`src/rtl/servo_pkg.sv`:
```
// Shared definitions for the servo ADC / I-PD control loop: FSM states, ADC frame length
// and the accumulator width helper.
package servo_pkg;

    typedef enum logic [2:0] {
        StIdle,
        StConv,
        StCalcI,
        StCalcP,
        StCalcD,
        StUpdate
    } state_e;

    localparam int unsigned FrameLen = 16;

    // Headroom for u[k-1] plus three W x (W+1) products of either sign.
    function automatic int unsigned acc_width(input int unsigned w);
        return 2 * w + 4;
    endfunction

endpackage

```
`src/rtl/servo_adc_serial.sv`:
```
// Serial ADC frame capture: drives cs/sclk for one 16-clock frame and shifts in sdata
// on each sclk rise. done_o and data_o are valid on the clock of the final rise.
module servo_adc_serial
    import servo_pkg::*;
#(
    parameter int unsigned AdcBits = 12,
    parameter int unsigned SclkDiv = 4
) (
    input  logic               clk_i,
    input  logic               clr_i,
    input  logic               start_i,
    input  logic               sdata_i,
    output logic               cs_o,
    output logic               sclk_o,
    output logic               done_o,
    output logic [AdcBits-1:0] data_o
);
    localparam int unsigned DivW = (SclkDiv > 1) ? $clog2(SclkDiv) : 1;
    localparam int unsigned BitW = $clog2(FrameLen);

    logic               cs_q;
    logic               sclk_q;
    logic [DivW-1:0]    div_q;
    logic [BitW-1:0]    bit_q;
    logic [AdcBits-2:0] shreg_q;
    logic [AdcBits-1:0] frame;
    logic               tick;
    logic               rise;

    // Only the last AdcBits samples survive the shift; the leading pad bits fall off the top.
    assign frame  = {shreg_q, sdata_i};
    assign tick   = !cs_q && (div_q == DivW'(SclkDiv - 1));
    assign rise   = tick && !sclk_q;
    assign done_o = rise && (bit_q == BitW'(FrameLen - 1));
    assign data_o = frame;
    assign cs_o   = cs_q;
    assign sclk_o = sclk_q;

    always_ff @(posedge clk_i) begin
        if (clr_i) begin
            cs_q    <= 1'b1;
            sclk_q  <= 1'b1;
            div_q   <= '0;
            bit_q   <= '0;
            shreg_q <= '0;
        end else if (cs_q) begin
            if (start_i) begin
                cs_q  <= 1'b0;
                div_q <= '0;
                bit_q <= '0;
            end
        end else if (tick) begin
            div_q  <= '0;
            sclk_q <= !sclk_q;
            if (rise) begin
                shreg_q <= frame[AdcBits-2:0];
                bit_q   <= bit_q + 1'b1;
            end
            if (done_o) begin
                cs_q <= 1'b1;
            end
        end else begin
            div_q <= div_q + 1'b1;
        end
    end

endmodule

```
`src/rtl/servo_adc_ipd_loop.sv`:
```
// I-PD servo loop: samples a serial ADC every SAMPLE_DIV clocks, then runs the velocity-form
// controller on one shared multiplier and publishes a rounded, saturated output.
module servo_adc_ipd_loop
    import servo_pkg::*;
#(
    parameter int unsigned W          = 16,
    parameter int unsigned FRAC       = 8,
    parameter int unsigned ADC_BITS   = 12,
    parameter int unsigned SCLK_DIV   = 4,
    parameter int unsigned SAMPLE_DIV = 1000
) (
    input  logic                Clk,
    input  logic                Rest,
    input  logic                Run,
    input  logic                sdata,
    input  logic signed [W-1:0] Ref,
    input  logic signed [W-1:0] Ki,
    input  logic signed [W-1:0] Kp,
    input  logic signed [W-1:0] Kd,
    output logic                cs,
    output logic                sclk,
    output logic signed [W-1:0] Pot,
    output logic signed [W-1:0] Yk,
    output logic                Yk_valid
);
    localparam int unsigned AW = acc_width(W);
    localparam int unsigned CW = $clog2(SAMPLE_DIV);
    localparam int unsigned PW = 2 * W + 1;

    localparam logic signed [AW-1:0] UMax = AW'(((64'd1 << (W - 1)) - 64'd1) << FRAC);
    localparam logic signed [AW-1:0] UMin = -(AW'(64'd1 << (W - 1 + FRAC)));
    localparam logic signed [AW-1:0] Half = AW'(64'd1 << (FRAC - 1));
    localparam logic signed [AW-1:0] YMax = AW'((64'd1 << (W - 1)) - 64'd1);
    localparam logic signed [AW-1:0] YMin = -(AW'(64'd1 << (W - 1)));

    state_e               state_q;
    logic [CW-1:0]        cnt_q;
    logic                 clr, expire, start, done;
    logic [ADC_BITS-1:0]  adc_data;
    logic signed [W-1:0]  pot_q, yk_q, kp_q, kd_q, y1_q, y2_q, y1_eff, y2_eff;
    logic                 yk_valid_q, first_q;
    logic signed [AW-1:0] u_q, acc_q, prod_ext, u_clamp, u_round, y_full;
    logic signed [W:0]    err, dy, d2, mul_b;
    logic signed [W-1:0]  mul_a, y_sat;
    logic signed [PW-1:0] prod;

    assign clr      = Rest || !Run;
    assign expire   = (cnt_q == CW'(SAMPLE_DIV - 1));
    assign start    = (state_q == StIdle) && expire;
    assign Pot      = pot_q;
    assign Yk       = yk_q;
    assign Yk_valid = yk_valid_q;

    servo_adc_serial #(
        .AdcBits (ADC_BITS),
        .SclkDiv (SCLK_DIV)
    ) u_serial (
        .clk_i   (Clk),
        .clr_i   (clr),
        .start_i (start),
        .sdata_i (sdata),
        .cs_o    (cs),
        .sclk_o  (sclk),
        .done_o  (done),
        .data_o  (adc_data)
    );

    // Free-running sample period; restarts whenever the loop is held off.
    always_ff @(posedge Clk) begin
        if (clr || expire) begin
            cnt_q <= '0;
        end else begin
            cnt_q <= cnt_q + 1'b1;
        end
    end

    always_comb begin
        y1_eff = first_q ? pot_q : y1_q;
        y2_eff = first_q ? pot_q : y2_q;
        err    = {Ref[W-1], Ref} - {pot_q[W-1], pot_q};
        dy     = {pot_q[W-1], pot_q} - {y1_eff[W-1], y1_eff};
        // Modular at W+1 bits; exact because samples are only ADC_BITS < W wide.
        d2     = {pot_q[W-1], pot_q} - {y1_eff, 1'b0} + {y2_eff[W-1], y2_eff};
        mul_a  = '0;
        mul_b  = '0;
        case (state_q)
            StCalcI: begin mul_a = Ki;   mul_b = err; end
            StCalcP: begin mul_a = kp_q; mul_b = dy;  end
            StCalcD: begin mul_a = kd_q; mul_b = d2;  end
            default: ;
        endcase
        prod     = mul_a * mul_b;
        prod_ext = {{(AW - PW){prod[PW-1]}}, prod};
        u_clamp  = (acc_q > UMax) ? UMax : ((acc_q < UMin) ? UMin : acc_q);
        u_round  = u_clamp + Half;
        y_full   = u_round >>> FRAC;
        y_sat    = y_full[W-1:0];
        if (y_full > YMax) begin
            y_sat = YMax[W-1:0];
        end else if (y_full < YMin) begin
            y_sat = YMin[W-1:0];
        end
    end

    always_ff @(posedge Clk) begin
        if (clr) begin
            state_q    <= StIdle;
            u_q        <= '0;
            acc_q      <= '0;
            y1_q       <= '0;
            y2_q       <= '0;
            kp_q       <= '0;
            kd_q       <= '0;
            yk_q       <= '0;
            yk_valid_q <= 1'b0;
            first_q    <= 1'b1;
            if (Rest) begin
                pot_q <= '0;
            end
        end else begin
            yk_valid_q <= 1'b0;
            case (state_q)
                StIdle: if (start) state_q <= StConv;
                StConv: begin
                    if (done) begin
                        pot_q   <= {{(W - ADC_BITS){1'b0}}, adc_data};
                        state_q <= StCalcI;
                    end
                end
                StCalcI: begin
                    acc_q   <= u_q + prod_ext;
                    kp_q    <= Kp;
                    kd_q    <= Kd;
                    state_q <= StCalcP;
                end
                StCalcP: begin
                    acc_q   <= acc_q - prod_ext;
                    state_q <= StCalcD;
                end
                StCalcD: begin
                    acc_q   <= acc_q - prod_ext;
                    state_q <= StUpdate;
                end
                StUpdate: begin
                    u_q        <= u_clamp;
                    yk_q       <= y_sat;
                    yk_valid_q <= 1'b1;
                    y2_q       <= y1_eff;
                    y1_q       <= pot_q;
                    first_q    <= 1'b0;
                    state_q    <= StIdle;
                end
                default: state_q <= StIdle;
            endcase
        end
    end

endmodule
```
`config.mk`:
```
export PLATFORM = sky130hd
export DESIGN_NAME = servo_adc_ipd_loop
export DESIGN_NICKNAME = d
export VERILOG_FILES = /design/src/rtl/servo_pkg.sv /design/src/rtl/servo_adc_serial.sv /design/src/rtl/servo_adc_ipd_loop.sv
export SDC_FILE = /design/constraint.sdc
export NUM_CORES = 1
export LEC_CHECK = 0
export ABC_AREA = 1
export BUFFER_PORTS_ARGS = -buffer_cell sky130_fd_sc_hd__buf_2
export CORE_ASPECT_RATIO = 1.2
export CORE_MARGIN = 2
export CORE_UTILIZATION = 45
export DETAILED_ROUTE_END_ITERATION = 8
export GPL_TIMING_DRIVEN = 0
export PLACE_DENSITY = 0.73
export SLEW_MARGIN = 25
export SYNTH_ARGS = -nofsm -noshare
export SYNTH_HDL_FRONTEND = slang
export SYNTH_SLANG_ARGS = --single-unit
```
`constraint.sdc`:
```
create_clock -name Clk -period 30.5 [get_ports Clk]
set_input_delay 6.1 -clock Clk [delete_from_list [all_inputs] [get_ports Clk]]
set_output_delay 6.1 -clock Clk [all_outputs]
set_load 0.005 [all_outputs]
```
* Yosys cells after proc, flatten, opt, wreduce, memory -nomap -nowiden
Index checks and enable logic that the tools add are counted.
Word-level totals: register bits 202, word-level logic and storage cells 94, input port bits 68
Cells by class: order comparisons 4, muxes and demuxes 28, add/sub/neg operators 10, bitwise logic cells 1, multiply operators 1, reduce and logical (&&, ||, !) cells 21, equal/unequal tests 12
Operator list (count):
- $mux W16 | 8
- $mux W36 | 2
- $pmux W36 S2 | 1
- $pmux W17 S3 | 1
- $pmux W16 S3 | 1
- $add A36 B33 Y36 | 1
- $add A36 B9 Y36 const B | 1
- $gt A36 B24 Y1 const B | 1
- $lt A36 B24 Y1 const B | 1
- $sub A36 B33 Y36 | 1
- $sub A16 B16 Y17 | 2
- $mul A16 B17 Y33 | 1
- $gt A28 B16 Y1 const B | 1
- $lt A28 B16 Y1 const B | 1
- $add A17 B17 Y17 | 1
- $sub A17 B17 Y17 | 1
- $mux W4 | 4
- $pmux W3 S5 | 1
- $add A10 B1 Y10 const B | 1
- $eq A10 B10 Y1 const B | 1
- $reduce_bool A2 Y1 | 5
- $reduce_and A3 Y1 | 3
- $ne A2 B2 Y1 const B | 4
- $eq A3 B2 Y1 const B | 2
- other kinds (16) | 31

* Logic depth before layout (Yosys ltp)
Gate-level depths: netlist (run 1).
word-level depth 7, gate-level depth with buffers 64

* Cells and area by module
Synthesis (run 1) repeated with hierarchy kept, for this count alone.
Unflattened totals: cells, all modules 3627, area total of the unflattened synthesis 25408.1 sq um
By module, submodules not included:
- servo_adc_ipd_loop | times used 1, sequential area each 3543.4 sq um, area each 24626.1 sq um, cells each 3529
- servo_adc_serial | times used 1, sequential area each 380.4 sq um, area each 782.0 sq um, cells each 98

* Worst setup path after synthesis (run 1)
OpenSTA, ideal clock, no wires.
path kind in2reg, start point input Ref[0], end point register acc_q[35], required time 30.368 ns, path buffers 0, slack 15.207 ns, arrival 15.160 ns, cell stages on the path 50, path through inv_1 ha_1 inv_1 fa_1 a21oi_1 o21ai_0 a21oi_1 nor2_1 o21ai_0 nand2_1 nand3_1 nand2_1 nor3_1 o21ai_0 nand2_1 inv_1 nor2_1 inv_1 [14 not listed] o21ai_0 a31oi_1 xor2_1 inv_1 ha_1 nand2_1 nor2_1 inv_1 nor2_1 inv_1 nor4b_1 nand3_1 nand3_1 xnor2_1 xor2_1 o21ai_0 nand2_1 a21oi_1
Between the ends: longest elaborated chain between the ends 5, elaborated cells on any way between the ends 6
Ends and longest elaborated chain:
- start: declaration | RTL line servo_adc_ipd_loop.sv:16 | input logic signed [W-1:0] Ref,
- $sub A16 B16 Y17 * | RTL line servo_adc_ipd_loop.sv:80 | err = {Ref[W-1], Ref} - {pot_q[W-1], pot_q};
- $pmux W17 S3 * | RTL line servo_adc_ipd_loop.sv:86 | case (state_q)
- $mul A16 B17 Y33 * | RTL line servo_adc_ipd_loop.sv:92 | prod = mul_a * mul_b;
- $sub A36 B33 Y36 / $add A36 B33 Y36 (equally long branches) | RTL line servo_adc_ipd_loop.sv:137, servo_adc_ipd_loop.sv:141, servo_adc_ipd_loop.sv:131
- $pmux W36 S2 * | RTL line servo_adc_ipd_loop.sv:122 | case (state_q)
- end signal: assignment | RTL line servo_adc_ipd_loop.sv:131 | acc_q <= u_q + prod_ext;
- end signal: assignment | RTL line servo_adc_ipd_loop.sv:137 | acc_q <= acc_q - prod_ext;
- end signal: assignment | RTL line servo_adc_ipd_loop.sv:141 | acc_q <= acc_q - prod_ext;
- end: declaration | RTL line servo_adc_ipd_loop.sv:42 | logic signed [AW-1:0] u_q, acc_q, prod_ext, u_clamp, u_round, y_full;
Mark *: on every way between the ends. The rest lies on a longest branch, timed or not. A chain may end at the register's enable or synchronous reset.

* Worst setup path after layout (run 1)
Same ends and word-level chain as after synthesis.

==> results.toml, run 1 <==
[global_routing]
grt_pass1_wl_um = 127600
grt_max_degree = 21
antenna_found_initial = 0
grt_overflow = 0
grt_pass1_vias = 23422
grt_usage = 0.2761

[logic_synthesis]
synth_area_leaders = "fa_1 (23%), dfxtp_1 (14%), inv_1 (12%)"
synthArstFlopShare = 0
synth_cell_types = 60
synth-simple-area-share = 0.2018
yosysTopAreaCell = "fa_1"
synthXorXnorAreaFrac = 0.02966
yosysSeqAreaShare = 0.1545
synth_top_cell_area_share = 0.2302
muxShareOfSynthArea = 0
synthAdderAreaFrac = 0.3253
synth_area_sq_um = 25390
synth_seq_cells = 190
synth_top_family_by_area = "adder cells"
avgSynthCellArea_sq_um = 7.056
ys_warn_count = 0
syn_inst = 3599
synth_edf_count = 12
synth_compound_area_frac = 0.1517
synth_flop_cell = "dfxtp_1"

[floorplanning]
io_pins = 103
die_h_um = 264.2
initial_utilization = 0.4546
rows = 95
core-area_sq_um = 55870
die_area_sq_um = 58360
die_w_um = 220.9

[final_layout]
fill_cells = 5632
antenna_cells = 0
final_common_cell = "inv_1"
regArea_sq_um = 3924
area_delta_synth_final_pct = 7.982
drive_gt1_frac = 0.05895
num-nets-final = 4272
multi_input_area_sq_um = 18030
final_cell_mix = "inv_1 (787), nand2_1 (695), nor2_1 (326)"

[placed_design]
io_buffer_count = 98
dp_slack_ns = 12.15
dp_hpwl_um = 65840
gp_congestion = 0.9783

[outcome]
outcome = "completed"

[setup_path]
crit_type = "input pin to flop"
crit_path_start = "Ref[0]"
cpMaxStageDelayCell = "clkbuf_1"
required_ns = 30.82
crit_buf_inv = 10
critPathLaunchType = "input pin"
arrival_ns = 18.11
r2r_start = "first_q$_SDFFE_PP1P_"
critPathMaxFanout = 10
slowest_delay_ns = 0.61
crit_family = "adder cells"
end_kind = "flop"

[detailed_routing]
route.met3.wl_um = 4966
wirelength_um = 79700
met2_length_um = 37760
wl_met1_um = 32510
drt_pass1_iterations = 7
dr.max_layer_used = "met4"
route.detailed.drc = 0
wire_per_inst_um = 17.87
via_count = 23755
via_per_inst = 5.327
dr.first_iter.drc_count = 2006
ant_nets = 0

[power]
p_leak_uw = 0.01483
power.switching_uw = 147.1
power.density_nw_per_um2 = 19.07
swShare = 0.2813
p_int_uw = 375.8
seq_power_share = 0.482
p_clk_frac = 0.440
combPwrFrac = 0.078
peakVddDrop_v = 0.00004327

[clock_tree]
cts-resized-gates = 0
insertion_delay_ns = 0.47
cts_tree = "yes"
root_buffer = "clkbuf_16"
cts_buffers = 17
htree_levels = 4
clk_pin_slew_ns = 0.08
clock_path_buffers = 2
cts_hold_buf = 0
postCtsSetupRepairBufs = 0
clkSinkCount = 190

[flow_run]
cap_violations = 0

[timing]
setup_viol_count_final = 0
maxSlewViolCount = 0
worstMarginPinSlew_ns = 1.099
clock_skew_ns = 0.01634
post-route-period-util = 0.5834
min_period_ns = 17.79
setup_slack_ns = 12.71
rsz0062_at_grt = "false"
max_clock_freq_mhz = 56.20
slew_headroom = 0.2639
hold_viol_final = 0
fin_tns_setup_ns = 0

[min_path]
hp-start = "kp_q[1]$_SDFFE_PP0P_"
hold_class = "flop to flop"
-- stage by stage --
step	hold WS [ns]	total power (uW)	cell area, sq um	util	std cells
final	0.4571	522.8	27420	0.4908	4459
after global routing	0.4779	537.2	27420	0.4908	4459
after CTS	0.4571	522.2	27410	0.4906	4459
after detailed placement	0.4471	297.5	26820	0.4801	4427
after global placement	0.4399	297.1	26810	0.4798	4427
after floorplan	0.4244	282.2	25410	-	3602
-- cell type report --
cell class,count,area share
inverter,797,0.1091
tap,727,0.03317
sequential,190,0.1431
clock inverter,15,0.005932
multi-input combinational,2506,0.6576
clock buffer,17,0.01551
timing repair buffer,98,0.01789
buffer,109,0.01775
-- layer usage --
metal | track usage | vias up
met3 | 0.02947 | 198
met4 | 0.1431 | 0
met2 | 0.4624 | 897
met5 | 0 | -
li1 | - | 11463
met1 | 0.3525 | 11197
-- worst register-to-register path: cells and delay by family, from the launching register on --
family          cells  cell delay (ns)
xor+xnor            3             0.73
buf+inv            11             2.20
compound gates     15             3.29
fa+ha+maj          10             4.76
simple gates       16             2.68
flops               1             0.36
-- cells in the mapped netlist (4+ instances only) --
cell type and instances:
a21o_1 8, a21oi_1 292, a221oi_1 6, a31oi_1 18
buf_1 5, buf_2 5, buf_4 6, buf_6 5
clkbuf_1 87, clkinv_1 4, dfxtp_1 178, edfxtp_1 12
fa_1 292, ha_1 193, inv_1 787, inv_2 6
nand2_1 695, nand2_2 8, nand3_1 111, nand3b_1 6
nand4_1 23, nor2_1 327, nor2_2 18, nor3_1 25
nor4_1 5, o211ai_1 21, o21a_1 4, o21ai_0 246
o21ai_1 4, o21ai_2 10, o21bai_1 31, o221ai_1 6
o22ai_1 15, or2_2 9, xnor2_1 35, xor2_1 51
-- flip-flops by register name (all words and copies together), names as in the netlist --
register,cells
Pot,12
Yk,16
Yk_valid,1
acc_q,36
cnt_q,10
first_q,1
kd_q,16
kp_q,16
state_q,3
u_q,36
u_serial.bit_q,4
u_serial.cs_o,1
u_serial.div_q,2
u_serial.sclk_o,1
u_serial.shreg_q,11
y1_q,12
y2_q,12
-- final timing paths --
path,to,slack [ns],cells after the start
worst max-delay path,acc_q[35]$_SDFFE_PP0N_,12.71,53
worst max register to register,acc_q[35]$_SDFFE_PP0N_,16.32,55
worst min register to register,kp_q[1]$_SDFFE_PP0P_,0.46,2
worst min-delay path,kp_q[1]$_SDFFE_PP0P_,0.46,2
-- cell families (layout without fill, tap and decap cells) --
group	after synthesis	in the layout
AO/OA/AOI/OAI	687	687
AND/OR/NAND/NOR	1244	1244
other	1	4
flip-flops	190	190
buffers and inverters	906	1036
adder cells (fa/ha/maj)	485	485
XOR/XNOR	86	86
-- power by group through the flow --
stage	sequential (uW)	clock, uW	combinational, uW
after global routing	252	239	45.9
final	252	230	40.7
after global placement	258	0	39.3
after detailed placement	258	0	39.8
after floorplan	257	0	24.8
after CTS	252	230	40.0
Note: power is estimated with default switching activity, not from simulation.
==> run 2, diff against run 1 <==
--- a/config.mk
+++ b/config.mk
@@ -5,14 +5,14 @@
 export SDC_FILE = /design/constraint.sdc
 export NUM_CORES = 1
 export LEC_CHECK = 0
-export ABC_AREA = 1
+export ABC_AREA = 0
 export BUFFER_PORTS_ARGS = -buffer_cell sky130_fd_sc_hd__buf_2
 export CORE_ASPECT_RATIO = 1.2
 export CORE_MARGIN = 2
 export CORE_UTILIZATION = 45
 export DETAILED_ROUTE_END_ITERATION = 8
 export GPL_TIMING_DRIVEN = 0
-export PLACE_DENSITY = 0.73
+export PLACE_DENSITY = 0.76
 export SLEW_MARGIN = 25
 export SYNTH_ARGS = -nofsm -noshare
 export SYNTH_HDL_FRONTEND = slang
==> constraint.sdc (replaced) <==
create_clock -name Clk -period 15.9 [get_ports Clk]
set_input_delay 3.18 -clock Clk [delete_from_list [all_inputs] [get_ports Clk]]
set_output_delay 3.18 -clock Clk [all_outputs]
set_load 0.005 [all_outputs]
==> run 2 against run 1 <==
- non-clock buffer count increased by 21
- via count is 5.6% lower
- critical path depth shrank 7
- synthesized cell count decreased by 16%
- design area fell by 3.3%
- final cell count fell by 13%
- critical endpoint unchanged
- count of clock-buffer cells in the layout grew 1
- largest power group unchanged
==> results.toml, run 2 <==
[outcome]
outcome = "completed"

[logic_synthesis]
ys_top_cells_by_count = "inv_1 (449), nand2_1 (355), nor2_1 (308)"
yosysSeqAreaShare = 0.1608
ys_warn_count = 0
synth_top_cell_area_share = 0.2395
synth_cell_types = 80
synthArstFlopShare = 0
syn_inst = 3037
avgSynthCellArea_sq_um = 8.036
synth_area_sq_um = 24400
synth_area_leaders = "fa_1 (24%), dfxtp_1 (15%), ha_1 (9.9%)"
synth_edf_count = 12
synth_seq_cells = 190
yosysTopAreaCell = "fa_1"
synth_flop_cell = "dfxtp_1"
synth_most_common_cell = "inv_1"

[setup_path]
arrival_ns = 15.18
required_ns = 16.24
crit_type = "input pin to flop"
cpMaxStageDelayCell = "a21boi_1"
r2r_start = "first_q$_SDFFE_PP1P_"
slowest_delay_ns = 0.58
rrSetupSlack_ns = 1.67
r2r_cells = 48
critPathLaunchType = "input pin"
critPathMaxFanout = 10
end_kind = "flop"
rr_endpoint = "acc_q[35]$_SDFFE_PP0N_"
cp_common_cell = "fa_1"

[placed_design]
gp_congestion = 1.003
io_buffer_count = 98
dp_hpwl_um = 63400
dp_slack_ns = 0.8458

[timing]
clock_skew_ns = 0.009373
setup_viol_count_final = 0
whs_ns = 0.4524
post-route-period-util = 0.9339
worstMarginPinSlew_ns = 1.126
hold_viol_final = 0
maxSlewViolCount = 0
fin_tns_setup_ns = 0
max_clock_freq_mhz = 67.34
slew_headroom = 0.2495
min_period_ns = 14.85
rsz0062_at_grt = "false"
setup_slack_ns = 1.051

[min_path]
whs_endpoint = "Yk[0]$_SDFFE_PP0P_"
min_delay_path_depth = 2
hold_class = "flop to flop"
hp-start = "Yk[0]$_SDFFE_PP0P_"

[clock_tree]
cts_buffers = 17
cts_hold_buf = 0
clk_pin_slew_ns = 0.08
cts-resized-gates = 0
postCtsSetupRepairBufs = 0
htree_levels = 4
cts_tree = "yes"
clkSinkCount = 190
clock_path_buffers = 2
root_buffer = "clkbuf_16"
insertion_delay_ns = 0.48

[power]
peakVddDrop_v = 0.00005949
p_leak_uw = 0.01205
power.density_nw_per_um2 = 39.45

[floorplanning]
rows = 93
die_w_um = 216.6
initial_utilization = 0.4549
io_pins = 103
core-area_sq_um = 53640
die_area_sq_um = 56120
die_h_um = 259.1

[final_layout]
multi_input_area_sq_um = 18380
num-nets-final = 3716
area_delta_synth_final_pct = 8.675
regArea_sq_um = 3924
largest_registers = "acc_q: 36 flops, u_q: 36 flops"
antenna_cells = 0
final_cell_mix = "inv_1 (449), nand2_1 (355), nor2_1 (306)"
final_common_cell = "inv_1"
drive_gt1_frac = 0.05573
fill_cells = 5121
utilization = 0.4944

[flow_run]
cap_violations = 0

[global_routing]
antenna_found_initial = 0
grt_pass1_vias = 22512
grt_pass1_wl_um = 124300
grt_usage = 0.2858
grt_max_degree = 20
grt_overflow = 0

[detailed_routing]
drt_pass1_iterations = 6
route.detailed.drc = 0
via_per_inst = 5.770
wirelength_um = 79100
wire_per_inst_um = 20.34
ant_nets = 0
via_count = 22432
dr.first_iter.drc_count = 1994
## run 2: changes by cell type after synthesis, sizes merged, moves of 24 or more
cell,delta
nand2,-350
inv,-344
o21ai,-130
a21oi,-69
nand3,-61
xnor2,+51
nand2b,+49
mux2i,+45
a21o,+42
nor2,-40
a211oi,+37
clkbuf,+25
o21a,+24
## run 2: layout make-up
class | instances | area share
Buffer | 124 | 0.01854
Clock inverter | 14 | 0.006416
Multi-Input combinational cell | 2275 | 0.6929
Inverter | 451 | 0.06383
Tap cell | 712 | 0.03359
Clock buffer | 18 | 0.01618
Timing Repair Buffer | 104 | 0.02062
Sequential cell | 190 | 0.1479
## run 2: report_power, final
part / total [uW] / internal, uW / switching [uW]
logic: 103 / 40.1 / 62.9
registers: 485 / 481 / 3.15
clock network: 459 / 225 / 233
total: 1050 / 747 / 299
## run 2: critical path, delay by kind of cell
family	cells	cell delay (ns)
AO/OA/AOI/OAI	21	5.27
adder cells (fa/ha/maj)	10	4.49
buffers and inverters	8	1.04
XOR/XNOR	3	0.59
AND/OR/NAND/NOR	4	0.57
## run 2: through the flow
stage	instance area [sq um]	std cells	total power (uW)
floorplan	24420	3040	561.3
global placement	25800	3850	593.0
detailed placement	25910	3855	595.5
CTS	26510	3887	1044
global route	26520	3888	1076
finish	26520	3888	1046
## run 2: logic make-up (layout without fill, tap and decap cells)
kind of cell | after synthesis | in the layout | share of synthesized area
multiplexers | 46 | 46 | 0.01892
AO/OA/AOI/OAI | 650 | 650 | 0.1686
other | 1 | 4 | 0.0001537
XOR/XNOR | 145 | 145 | 0.05204
buffers and inverters | 575 | 711 | 0.08946
AND/OR/NAND/NOR | 945 | 945 | 0.1715
adder cells (fa/ha/maj) | 485 | 485 | 0.3385
flip-flops | 190 | 190 | 0.1608
## run 2: worst max-delay path by stage
stage,startpoint,endpoint
6_report,Ref[0],acc_q[35]$_SDFFE_PP0N_
5_1_grt,Ref[0],acc_q[35]$_SDFFE_PP0N_
4_1_cts,Ref[0],acc_q[35]$_SDFFE_PP0N_
3_5_place_dp,Ref[0],acc_q[35]$_SDFFE_PP0N_
3_3_place_gp,Ref[0],acc_q[34]$_SDFFE_PP0N_
2_1_floorplan,Ref[0],acc_q[34]$_SDFFE_PP0N_
## run 2: layer usage
| metal | global-route usage | share of wire | wire length, um | vias up |
|---|---|---|---|---|
| met3 | 0.06057 | 0.092 | 7273 | 279 |
| met2 | 0.4669 | 0.45 | 35970 | 1064 |
| met1 | 0.3538 | 0.39 | 31060 | 10794 |
| met5 | 0 | 0 | 0 | - |
| li1 | - | - | - | 10295 |
| met4 | 0.1547 | 0.061 | 4798 | 0 |
